[src/rtl/vsa_param_core.sv]
// Parametrised multi-cycle VSA core: IF/ID/EX/MEM/WB with fetch and data wait states.
// Optional HALT instruction is enabled by defining VSA_HALT_EN.
module vsa_param_core #(
  parameter  int DW   = 5,
  parameter  int PCW  = 5,
  parameter  int RW   = 2,
  localparam int IW   = 6 + 3*RW,
  localparam int IMMW = 3 + RW
) (
  input  logic           clock,
  input  logic           reset,
  output logic [PCW-1:0] pc,
  output logic           inst_req,
  input  logic [IW-1:0]  instruction,
  input  logic           inst_valid,
  output logic [DW-1:0]  alu_out,
  input  logic [DW-1:0]  datain,
  output logic [DW-1:0]  dataout,
  output logic           rd,
  output logic           wr,
  input  logic           mem_ready,
  output logic [2:0]     state,
  output logic           halted
);

  typedef enum logic [2:0] {
    S_IF = 3'd0, S_ID = 3'd1, S_EX = 3'd2, S_MEM = 3'd3, S_WB = 3'd4, S_HALT = 3'd5
  } state_t;

  // R-format layout; I-format reuses src2 as dst and {dst,fun} as the immediate
  typedef struct packed {
    logic [2:0]    op;
    logic [RW-1:0] src1;
    logic [RW-1:0] src2;
    logic [RW-1:0] dst;
    logic [2:0]    fun;
  } inst_t;

  localparam logic [2:0] OP_LW   = 3'd0;
  localparam logic [2:0] OP_SW   = 3'd1;
  localparam logic [2:0] OP_BEQZ = 3'd2;
  localparam logic [2:0] OP_ALU  = 3'd3;
  localparam logic [2:0] OP_ADDI = 3'd4;
  localparam logic [2:0] OP_SUBI = 3'd5;
`ifdef VSA_HALT_EN
  localparam logic [2:0] OP_HALT = 3'd7;
`endif

  state_t          st;
  inst_t           ir;
  logic [PCW-1:0]  npc;
  logic [DW-1:0]   a, b, lmd;
  logic            cond;
  logic [DW-1:0]   rf [2**RW];

  logic [IMMW-1:0] imm;
  logic [DW-1:0]   immx, fres, exres, wdata;
  logic [PCW-1:0]  btgt;
  logic [RW-1:0]   waddr;
  logic            wen, is_mem;

  assign imm    = {ir.dst, ir.fun};
  assign immx   = DW'($signed(imm));
  assign btgt   = npc + (PCW'($signed(imm)) << 1);
  assign is_mem = (ir.op == OP_LW) || (ir.op == OP_SW);

  assign state    = st;
  assign inst_req = (st == S_IF);
  assign rd       = (st == S_MEM) && (ir.op == OP_LW);
  assign wr       = (st == S_MEM) && (ir.op == OP_SW);
  assign dataout  = b;
`ifdef VSA_HALT_EN
  assign halted   = (st == S_HALT);
`else
  assign halted   = 1'b0;
`endif

  always_comb begin
    case (ir.fun)
      3'd0: fres = a + b;
      3'd1: fres = a - b;
      3'd2: fres = a & b;
      3'd3: fres = a | b;
      3'd4: fres = a ^ b;
      3'd5: fres = ~a;
      3'd6: fres = {1'b0, a[DW-1:1]};
      3'd7: fres = {a[DW-1], a[DW-1:1]};
    endcase
  end

  always_comb begin
    exres = alu_out;
    case (ir.op)
      OP_LW, OP_SW, OP_ADDI: exres = a + immx;
      OP_SUBI:               exres = a - immx;
      OP_ALU:                exres = fres;
      OP_BEQZ:               exres = DW'(btgt);
      default:               exres = alu_out;
    endcase
  end

  always_comb begin
    wen   = 1'b0;
    waddr = ir.dst;
    wdata = alu_out;
    case (ir.op)
      OP_ALU:           wen = 1'b1;
      OP_ADDI, OP_SUBI: begin wen = 1'b1; waddr = ir.src2; end
      OP_LW:            begin wen = 1'b1; waddr = ir.src2; wdata = lmd; end
      default:          wen = 1'b0;
    endcase
  end

  always_ff @(posedge clock or posedge reset) begin
    if (reset) begin
      st      <= S_IF;
      pc      <= '0;
      npc     <= '0;
      ir      <= '0;
      a       <= '0;
      b       <= '0;
      alu_out <= '0;
      cond    <= 1'b0;
      lmd     <= '0;
      for (int i = 0; i < 2**RW; i++) rf[i] <= '0;
    end else begin
      case (st)
        S_IF: if (inst_valid) begin
          ir  <= instruction;
          npc <= pc + PCW'(2);
          st  <= S_ID;
        end
        S_ID: begin
          a  <= (ir.src1 == '0) ? '0 : rf[ir.src1];
          b  <= (ir.src2 == '0) ? '0 : rf[ir.src2];
          st <= S_EX;
        end
        S_EX: begin
          alu_out <= exres;
          if (ir.op == OP_BEQZ) cond <= (a == '0);
`ifdef VSA_HALT_EN
          st <= (ir.op == OP_HALT) ? S_HALT : S_MEM;
`else
          st <= S_MEM;
`endif
        end
        S_MEM: if (!is_mem || mem_ready) begin
          if (ir.op == OP_LW) lmd <= datain;
          pc <= (ir.op == OP_BEQZ && cond) ? PCW'(alu_out) : npc;
          st <= S_WB;
        end
        S_WB: begin
          // register 0 is hardwired, so its writes are simply dropped
          if (wen && waddr != '0) rf[waddr] <= wdata;
          st <= S_IF;
        end
        default: st <= st;
      endcase
    end
  end

endmodule

[config.mk]
export PLATFORM = sky130hd
export DESIGN_NAME = vsa_param_core
export DESIGN_NICKNAME = d
export VERILOG_FILES = /design/src/rtl/vsa_param_core.sv
export SDC_FILE = /design/constraint.sdc
export NUM_CORES = 1
export LEC_CHECK = 0
export ABC_AREA = 1
export BUFFER_PORTS_ARGS = -buffer_cell sky130_fd_sc_hd__buf_4
export CORE_ASPECT_RATIO = 0.9
export CORE_UTILIZATION = 37
export CTS_BUF_LIST = sky130_fd_sc_hd__clkbuf_16
export CTS_CLUSTER_DIAMETER = 50
export CTS_CLUSTER_SIZE = 10
export DETAILED_ROUTE_END_ITERATION = 6
export GPL_TIMING_DRIVEN = 0
export PLACE_DENSITY = 0.66
export SKIP_CTS_REPAIR_TIMING = 1
export SLEW_MARGIN = 20
export SYNTH_ARGS = -nofsm -noshare
export SYNTH_HDL_FRONTEND = slang
export SYNTH_SLANG_ARGS = --single-unit
[constraint.sdc]
create_clock -name clock -period 2.27 [get_ports clock]
set_input_delay 0.227 -clock clock [delete_from_list [all_inputs] [get_ports clock]]
set_output_delay 0.227 -clock clock [all_outputs]
set_load 0.03 [all_outputs]
[Word-level counts from Yosys, hierarchy flattened]
Index checks and enable logic that the tools add are counted.
Storage, ports and cells
  register bits after elaboration: 66
  output and inout bits: 22
Operators by class
  add/subtract/negate cells: 6
  order comparisons: 4
  equal/unequal tests: 18
  multiplexer cells: 20
  bitwise logic cells: 7
  reduce and logical (&&, ||, !) cells: 27
Operators with widths (count)
  $mux W5: 9
  $pmux W5 S8: 1
  $eq A3 B3 Y1 const B: 7
  $bmux W5 S2: 2
  $bwmux W20: 1
  $pmux W5 S4: 1
  $eq A3 B2 Y1 const B: 6
  $add A5 B5 Y5: 3
  $pmux W3 S5: 1
  $demux W5 S2: 1
  $reduce_and A2 Y1: 5
  $sub A5 B5 Y5: 2
  $eq A3 B1 Y1 const B: 3
  $ge A3 B3 Y1 const B: 3
  $logic_not A3 Y1: 3
  $not A2 Y3: 3
  $mux W3: 2
  $reduce_and A3 Y1: 2
  $reduce_or A3 Y1: 2
  $add A5 B2 Y5 const B: 1
  $and A5 B5 Y5: 1
  $logic_and A1 B1 Y1: 5
  $logic_not A5 Y1: 1
  $not A5 Y5: 1
  13 further kinds: 16

[Depth between registers and ports, before layout]
  word-level depth: 9
  mapped depth: 15
  depth with buffers taken out: 15

[Worst setup path after synthesis]
OpenSTA, ideal clock, no wires.
  path type: register -> register
  start: reg b[0], in the netlist dataout[0]
  end: reg alu_out[2]
  arrival: 2037 ps
  required time: 2186 ps
  setup slack: 149 ps
  stages on the path, launching flop included: 10
  cell sequence: dfrtp_1 > inv_1 > ha_1 > nand2_1 > o21ai_0 > fa_1 > xor2_1 > a21oi_1 > nand2_1 > a21boi_0
Between the ends
  longest elaborated chain between the ends: 3
  elaborated cells on any way between the ends: 4
  those cells by class: add/sub (2); mux (2)
Ends and longest elaborated chain
  start: declaration: line 52  | logic [DW-1:0] a, b, lmd;
  start signal: assignment: line 135  | b <= (ir.src2 == '0) ? '0 : rf[ir.src2];
  $sub A5 B5 Y5 / $add A5 B5 Y5 (equally long branches): line 81, 80
  $pmux W5 S8 (*): line 79  | case (ir.fun)
  $pmux W5 S4 (*): line 93  | case (ir.op)
  end signal: assignment: line 139  | alu_out <= exres;
  end: declaration: line 16  | output logic [DW-1:0] alu_out,
Every way passes the cells marked *; elsewhere a longest branch is shown, timed or not.
A chain may end at the register's enable or synchronous reset.

[Final worst setup path]
  start: reg ir, in the netlist imm[0]
  end: reg alu_out[3]
Between the ends
  longest elaborated chain between the ends: 3
  elaborated cells on any way between the ends: 13
  those cells by class: add/sub (3); eq/ne (7); mux (2); reduce/logical (1)
Ends and longest elaborated chain
  start: declaration: line 50  | inst_t ir;
  start signal: assignment: line 129  | ir <= instruction;
  branches (longest 2 deep; another with $add A5 B5 Y5)
  $pmux W5 S4 (*): line 93
Mark *: on every way between the ends.

==> results list <==
* Number of levels the H-tree was split into: 3
- In this run, synthesis inferred 0 flip-flops with an integrated enable.
- Part of the cycle the worst path needs: 95.7%
- At the pin with the least slew margin, the transition time is 0.619 ns.
- Arrival time worst endpoint: 2.42 ns
* DIE HEIGHT: 103 µm
- Number of buffers added on ports: 41
- Area share of the leading cell type in the synthesized netlist: 39.4%
- On the worst path, the slowest cell contributes a delay of 0.41 ns.
* Worst-path cell with the longest stage delay: sky130_fd_sc_hd__dfrtp_2
- # Max-Cap Violations: 0
- In this run, flip-flops and latches consume 25.3% of the power.
- The analysis attributes to net switching a power of 4.24 mW.
* Growth of design area from synthesis to finish: 25.4%
* Clock net sink count: 66
* Mean instance size in the synthesized netlist: 7.92 µm²
* Initial antenna violation count: 0
- The kind of cell with the highest combined delay along the critical path is simple AND/OR/NAND/NOR gates.
* Final GP Congestion: 0.921
- Grt ovf: 0
- Once the floorplan was initialized, standard cells occupied 38.4% of the core.
* Relative slew slack: 58.3%
- Endpoints failing setup: 0
* CTS clock-pin slew for the worst setup and hold paths: 0.06 ns
* Synthesis Warnings: 0
- The clock passes through at most 2 buffers.
* Clk network pwr share: 17.4%
* CP most frequent cell: sky130_fd_sc_hd__nand3b_1
- CTS tree: built
- Async S/R FF share, synth: 100%
* CP Launch Type: register
- Summing every instance area after synthesis gives 0.00419 mm².
* Maximum number of pins on one net before global-route repair: 46
- The critical path contains buffers and inverters numbering 2 combined.
- Sequential area share after synthesis: 39.4%
- Global routing used 20.0% of the available tracks.
- In the final layout, the share of cells above drive strength 1 is 20.8%.
- Main flop type after synthesis: sky130_fd_sc_hd__dfrtp_1
- Max Freq: 0.460 GHz
* Power Density: 1680 mW/mm²
* Estimated wirelength of the detail-placed design: 8.39 mm
- Yosys attributes the largest share of cell area to sky130_fd_sc_hd__dfrtp_1 (39%), sky130_fd_sc_hd__nand2_1 (11%), sky130_fd_sc_hd__ha_1 (8.4%).
- Synthesis inferred 66 register bits.
- Number of nets in the final layout: 643
- The count of nets left with antenna violations once routing finished came out at 0.
- Crit. End Element: register
- Combinational cell fraction of total power: 57.4%
- Final design utilization: 48.2%
- Cell internal power was estimated by the tool at 4.59 mW.
* Hold violation total from the final report: 0
* Chain of cells forming the critical path: buf_4 > ha_4 > nand2_4 > nand2_1 > o21ai_1 > inv_1 > ha_1 > nand3b_1 > a21oi_1 > nand3b_1 > nand3_1 > a21boi_1
- In this run the count of I/O pins placed on the die edge is 43.
- For this block, the initial DRC count from the detailed router was 205.
- Post-Syn Instances: 529
- After detailed routing, the number of remaining DRC violations is 0.
- Clock latency of the later-clocked register in the worst-skew pair: 0.33 ns
- N_diodes: 0
- Most common cell after layout, fill and taps aside: sky130_fd_sc_hd__nand2_1
- The path class of the tightest hold or removal check is primary input to register.
- Total of fill cells in the finished design: 1070
- In this run, CTS created clock tree buffers numbering 9.
* Largest area contributor in the netlist: sky130_fd_sc_hd__dfrtp_1
* Detailed-routing iteration count for the pre-antenna-repair pass: 4
* Data required time of the worst path: 2.52 ns
* Most used cells in the layout excluding fill and tap cells: sky130_fd_sc_hd__nand2_1 (126), sky130_fd_sc_hd__dfrtp_1 (61), sky130_fd_sc_hd__inv_1 (56), sky130_fd_sc_hd__o21ai_0 (51), sky130_fd_sc_hd__buf_4 (50)
- The setup path with the least slack is of type register to register.
- In this run switching power makes up 48.0% of total power.
- The number of global-route vias before repair is 3573.
- WL/cell: 15.2 µm
- Hold is met by 0.0981 ns.
- Clock skew on the completed layout was measured at 0.00703 ns.
- CTS placed an instance of sky130_fd_sc_hd__clkbuf_16 at the clock tree root.
- Counting distinct cell types in the post-synthesis netlist gives 43.
- The floorplan step defined a die boundary enclosing 0.0117 mm².
- The routed layout has 3837 vias.
* Wire length of the first global-routing pass: 18.0 mm
* Final Max Slew Viols: 0
- Total routed wirelength: 11.4 mm
- The initialized floorplan defines 36 standard-cell rows.
- Drt via density: 5.13
- Area of the core: 0.0109 mm²
- The design draws 8.82 mW.
- Post-layout minimum cycle time: 2.17 ns
- Counting every net in the synthesized netlist gives 581.
* Worst voltage drop across the vdd grid: 0.683 mV
- Chip Width: 114 µm
- Along the worst path, the maximum fanout reaches 5.
* Run status: finished, final reports clean
* Static leakage: 2.53 nW
[synth_stat cells (2+ instances only)]
master,instances
sky130_fd_sc_hd__xor2_1,7
sky130_fd_sc_hd__o21ai_1,3
sky130_fd_sc_hd__nor2_1,26
sky130_fd_sc_hd__nand4_1,2
sky130_fd_sc_hd__nand3b_1,4
sky130_fd_sc_hd__ha_1,28
sky130_fd_sc_hd__o32ai_1,9
sky130_fd_sc_hd__clkbuf_1,12
sky130_fd_sc_hd__nor2_8,2
sky130_fd_sc_hd__o31ai_1,3
sky130_fd_sc_hd__a22oi_1,2
sky130_fd_sc_hd__nand3_1,25
sky130_fd_sc_hd__a31oi_1,2
sky130_fd_sc_hd__a21boi_0,4
sky130_fd_sc_hd__o21ai_2,6
sky130_fd_sc_hd__inv_2,2
sky130_fd_sc_hd__dfrtp_1,66
sky130_fd_sc_hd__nand2_2,3
sky130_fd_sc_hd__a21oi_1,48
sky130_fd_sc_hd__o22ai_1,2
sky130_fd_sc_hd__inv_1,62
sky130_fd_sc_hd__or2_2,3
sky130_fd_sc_hd__mux2_2,7
sky130_fd_sc_hd__xnor2_1,2
sky130_fd_sc_hd__o21ai_0,53
sky130_fd_sc_hd__fa_1,3
sky130_fd_sc_hd__nand2_1,127
[power by group through the flow]
stage          Combinational [mW]  Clock, mW  Sequential, mW
3_3_place_gp                 4.32          0            2.22
2_1_floorplan                3.00          0            2.34
6_report                     5.06       1.53            2.23
4_1_cts                      4.48       1.55            2.21
5_1_grt                      5.63       1.60            2.30
3_5_place_dp                 4.41          0            2.23
[through the flow]
stage | setup slack (ns) | instance area [µm²] | std cells | TNS (ns)
after floorplan | 0.149 | 4190 | 529 | 0
after global placement | -0.401 | 4690 | 722 | -26.36
after detailed placement | -0.152 | 4720 | 723 | -0.368
after CTS | -0.240 | 5040 | 739 | -0.591
after global routing | -0.00215 | 5250 | 748 | -0.00215
final | 0.0981 | 5250 | 748 | 0
[worst min-delay path, delay by kind of cell]
family / cells / cell delay [ns]
buffers and inverters: 1 / 0.07
AO/OA/AOI/OAI: 1 / 0.05
AND/OR/NAND/NOR: 1 / 0.04
[metal layers]
| metal | wire length [µm] | up-vias | track usage (%) |
|---|---|---|---|
| li1 | - | 1890 | - |
| met1 | 5290 | 1830 | 27.5 |
| met2 | 5380 | 95 | 32.4 |
| met3 | 501 | 22 | 2.76 |
| met4 | 235 | 0 | 7.29 |
| met5 | 0 | - | 0 |
[cells by family after synthesis]
group / share of synthesized area [%]
compound gates: 18.3
flops: 39.4
fa+ha+maj: 9.80
other cells: 0.0895
buf+inv: 7.47
mux: 1.88
simple gates: 21.1
xor+xnor: 1.88
[state kept, by name, indices dropped and copies added (netlist names)]
register / count
rf: 20
ir: 7
a: 5
alu_out: 5
dataout: 5
imm: 5
lmd: 5
npc: 5
pc: 5
state: 3
cond: 1
[layout make-up]
type                    instances  area [µm²]  share of cell area [%]
plain buffers                  15        68.8                    1.31
clock buffers                   9         225                    4.29
clock inverters                 7         101                    1.93
inverters                      65         249                    4.74
multi-input cells             383        2350                    44.8
flip-flops and latches         66        1660                    31.6
well taps                     152         190                    3.62
repair buffers                 51         405                    7.72
[final timing paths]
check                                from          to  slack [ns]  depth (start not counted)
min in group asynchronous           reset       rf[2]        0.41                          3
hold / removal             instruction[0]      imm[0]         0.1                          3
max in group asynchronous           reset      imm[1]        1.34                          4
setup reg to reg                   imm[0]  alu_out[3]         0.1                         12
hold reg to reg                    rf[16]      rf[16]        0.49                          1
setup / recovery                   imm[0]  alu_out[3]         0.1                         12
No activity file was read; power rests on OpenSTA's default activity.
